==> src/rtl/sat_counter.sv <==
// Saturating up-counter with synchronous clear; clear and increment together yield 1.
module sat_counter #(
    parameter int W = 16
) (
    input  logic         clk,
    input  logic         rst,
    input  logic         clr,
    input  logic         inc,
    output logic [W-1:0] q
);
    always_ff @(posedge clk or posedge rst) begin
        if (rst)
            q <= '0;
        else if (clr)
            q <= W'(inc);
        else if (inc && (q != {W{1'b1}}))
            q <= q + W'(1);
    end
endmodule

==> config.mk <==
export PLATFORM = sky130hd
export DESIGN_NAME = sat_counter
export DESIGN_NICKNAME = d
export VERILOG_FILES = /design/src/rtl/sat_counter.sv
export SDC_FILE = /design/constraint.sdc
export NUM_CORES = 1
export LEC_CHECK = 0
export BUFFER_PORTS_ARGS = -buffer_cell sky130_fd_sc_hd__buf_2
export CAP_MARGIN = 5
export CORE_MARGIN = 2
export CORE_UTILIZATION = 47
export CTS_CLUSTER_DIAMETER = 80
export DETAILED_ROUTE_END_ITERATION = 10
export GPL_TIMING_DRIVEN = 0
export PLACE_DENSITY = 0.77
export SLEW_MARGIN = 0
export SYNTH_ARGS = -nofsm -noshare
export SYNTH_HDL_FRONTEND = slang
export SYNTH_SLANG_ARGS = --single-unit
==> constraint.sdc <==
create_clock -name clk -period 1.9 [get_ports clk]
set_clock_uncertainty 0.15 [all_clocks]
set_input_delay 0.285 -clock clk [delete_from_list [all_inputs] [get_ports clk]]
set_output_delay 0.285 -clock clk [all_outputs]
set_load 0.05 [all_outputs]
=== Word-level counts from Yosys, hierarchy flattened ===
Cells that the tools add are included.

* Flip-flop bits (word level): 16

* Add/subtract/negate cells: 1
* Equal/unequal tests: 1
* Muxes and demuxes: 2
* Reduce and logical (&&, ||, !) cells: 2

{| class="wikitable"
|+ Operators with widths
! operator !! count
|-
| $mux W16 || 2
|-
| $add A16 B1 Y16 const B || 1
|-
| $ne A16 B16 Y1 const B || 1
|-
| $reduce_bool A2 Y1 || 1
|-
| $logic_and A1 B1 Y1 || 1
|}

=== Longest topological paths before layout ===
* Depth after elaboration: 4
* Depth in mapped cells: 5
* Mapped depth without buffers: 5

=== Worst setup path after synthesis ===
Ideal clock, no wire load.

* Path type: reg2reg
* From: register q[0]
* To: register q[12]
* Setup time: 78 ps
* Data arrival time: 2012 ps
* Data required time: 1672 ps
* Slack: -340 ps
* Stages on the path, launching flop included: 6
* Path buffers: 0
* Path through: dfrtp_1 > ha_1 > nand4_4 > or3_4 > or3_1 > a21oi_1

* Longest elaborated chain between the ends: 3

{| class="wikitable"
|+ Ends and longest elaborated chain
! item !! RTL line !! source
|-
| start, declared || 9 || <nowiki>output logic [W-1:0] q</nowiki>
|-
| start signal, assigned || 15 || <nowiki>q <= W'(inc);</nowiki>
|-
| start signal, assigned || 17 || <nowiki>q <= q + W'(1);</nowiki>
|-
| $add A16 B1 Y16 or $ne A16 B16 Y1 (tied branches) || 17, 16 ||
|-
| $mux W16 or $logic_and A1 B1 Y1 (tied branches) || 16 || <nowiki>else if (inc && (q != {W{1'b1}}))</nowiki>
|-
| $mux W16 or $reduce_bool A2 Y1 (tied branches) || -- ||
|}

Parallel ways exist; a longest one is shown, timed or not. The select of a mux whose other input is x is not followed.
A chain may end at the register's enable or synchronous reset.

=== Worst setup path in the final report ===
Same ends and word-level chain as after synthesis.

==> impl_metrics.ini <==
[timing]
finalSetupViolations = 0
finalHoldViolCount = 0
post-route-min-period_ns = 1.895
drv_slew = 0
tightest_slew_ns = 0.6100
period_share_pct = 99.76
fmax_mhz = 527.6
rsz0062_at_grt = yes
slew_headroom_pct = 59.29

[clock_network]
numCtsBuffers = 3
path_clk_slew_ns = 0.10
cts-root-buf = clkbuf_4
cts.sink_count = 16
cts_max_path_buffers = 2
cts_tree = built
clk_latency_ns = 0.28
htree_num_levels = 1

[worst_hold_path]
hp-class = primary input to register

[grt]
grt_pass1_wl_mm = 3.588
grt_use_met3_pct = 3.704
busiest_layer = met2
grt_overflow = 0
grtUsageMet2_pct = 33.10
grtUsageMet1_pct = 25.05
grt_max_degree = 17
grt_pass1_vias = 796
grt_use_total_pct = 19.39
antenna_found_initial = 0

[detailed_routing]
drc_errors = 0
wl_per_cell_um = 14.95
routed_wl_mm = 2.287
vias_per_cell = 5.863
ant_nets = 0
drtIter0Drc = 25
firstDrtPassIters = 4
vias = 897

[yosys]
synth_edf_count = 0
ys_types = 31
yosysSeqAreaShare_pct = 43.30
synthCells = 96
synth.largest_area_cell = dfrtp_1
synth-seq-cells = 16
syn_area_per_cell_um2 = 9.632
synthArstFlopShare_pct = 100.0
yosysWarnings = 0
synthTopCellsByArea = dfrtp_1, a21oi_1, o31ai_1
synth_nets = 101
yosysTopAreaCellShare_pct = 43.30
synthesis.area_um2 = 924.6
synth-main-ff-cell = dfrtp_1

[run]
maxCapViolCount = 0

[place]
portBuffers = 18
place.gp.congestion = 0.8127
placed_cells = 141
dp_hpwl_mm = 1.540

[pwr]
cellPowerDensity_nw_per_um2 = 561.6
vdd_ir_drop_max_mv = 0.3705
p_leak_nw = 0.4814
p_total_w = 0.0006718

[finish]
top_regs = q (16)
finalNonFillerCells = 153
max_flop_register = q
layout-drive-gt1-share_pct = 42.06
largest_reg_flops = 16
n_antenna_cell = 0
nets = 132
area_delta_synth_final_pct = 29.36

[floorplanning]
dieArea_um2 = 2338
start_util_pct = 48.62
chipWidth_um = 48.36
row_count = 16
io_pins = 20
fp.dieH_um = 48.36
coreArea_um2 = 1902

[worst_setup_path]
worstSetupEndpointType = register
worstPathMaxFanout = 6
critical_path_class = register to register
crit_path_start_kind = register
worst_ep_arrival_time_ns = 1.95
cp.required_ns = 1.96

[run_status]
status = completed
-- critical path: stages, from the launching register on --
cell and delay [ns]:
dfrtp_2 0.42, ha_4 0.16, nand4_4 0.15, or3_4 0.42, or3_1 0.36, a21oi_1 0.15
-- kinds of logic after synthesis --
kind of cell / after synthesis / synth area share [%]
DFF: 16 / 43.30
and+or+nand+nor: 44 / 30.18
xor gates and xnor gates: 1 / 0.9474
AOI/OAI and AO/OA: 27 / 20.70
muxes: 1 / 1.083
adders and majority gates: 1 / 1.353
buffers and inverters: 6 / 2.434
-- placed cells by master (no fill, tap or decap), types with 2 or more instances in the layout --
cell type / netlist / layout
and3_1: 2 / 2
a21oi_1: 11 / 10
dfrtp_2: 0 / 16
nand3_1: 4 / 4
and2_1: 2 / 2
nor2_1: 3 / 3
a211oi_1: 2 / 2
o21ai_0: 2 / 2
nor3_1: 2 / 2
o21ai_1: 3 / 3
nand2_1: 8 / 8
clkbuf_4: 0 / 3
o31ai_1: 6 / 6
and4_1: 2 / 2
o41ai_4: 1 / 2
buf_2: 0 / 19
or4_1: 5 / 5
buf_4: 0 / 5
inv_1: 4 / 4
or3_1: 5 / 5
nand4_1: 5 / 5
-- cells in the mapped netlist (all sizes together), types with 2 or more instances --
cell type  number
a211oi          2
a21oi          11
and2            2
and3            2
and4            2
dfrtp          16
inv             4
nand2           8
nand3           4
nand4           6
nor2            3
nor3            3
o21ai           5
o31ai           6
o41ai           2
or3             6
or4             5
-- path summary, 6_finish.rpt --
kind | start | endpoint | slack, ns | cells after the start
worst max-delay path | q[0] | q[12] | 0.005 | 5
worst min-delay path | inc | q[0] | 0.20 | 3
worst min register to register | q[0] | q[0] | 0.42 | 1
min in group asynchronous | rst | q[1] | 0.46 | 3
max in group asynchronous | rst | q[12] | 0.71 | 3
worst max register to register | q[0] | q[12] | 0.005 | 5
-- metrics by stage --
| step | util, % | worst slack, ns | cell area (um2) | TNS, ns | hold slack, ns |
|---|---|---|---|---|---|
| 6_report | 62.89 | 0.004628 | 1196 | 0 | 0.1964 |
| 4_1_cts | 59.67 | 0.02261 | 1135 | 0 | 0.1892 |
| 3_5_place_dp | 56.84 | -0.1196 | 1081 | -0.2757 | 0.2487 |
| 5_1_grt | 62.89 | -0.04096 | 1196 | -0.06072 | 0.1855 |
| 2_1_floorplan | - | -0.09312 | 957.2 | -0.2364 | 0.04885 |
| 3_3_place_gp | 56.84 | -0.05709 | 1081 | -0.06630 | 0.2425 |
-- area by class of cell --
cell class	instances	area, um2
Buffer	2	7.507
Clock buffer	4	36.28
Fill cell	174	705.7
Inverter	4	15.01
Multi-Input combinational cell	74	529.3
Sequential cell	16	420.4
Tap cell	27	33.78
Timing Repair Buffer	26	153.9
-- metal layers --
layer / vias to the layer above / part of all wire [%]
li1: 430 / -
met4: 0 / 0
met1: 443 / 45
met2: 24 / 50
met3: 0 / 4.3
met5: - / 0
-- power breakdown --
group	total, W	internal [W]	switching [W]	leakage [nW]
Clock	0.000231	0.000116	0.000114	0.0210
Sequential	0.000357	0.000348	0.00000971	0.195
Combinational	0.0000839	0.0000272	0.0000567	0.266
Total	0.000672	0.000491	0.000181	0.481
-- timing repair --
| action | in CTS | in global routing |
|---|---|---|
| setup buffers | 1 | 5 |
| hold endpoints to repair | 16 | 0 |
| hold buffers | 1 | 0 |
| setup endpoints to repair | 5 | 7 |
| pin swaps | 1 | 4 |
| gates resized for setup | 0 | 3 |
| gates cloned | 0 | 1 |
Power figures use the tool's default switching activity.
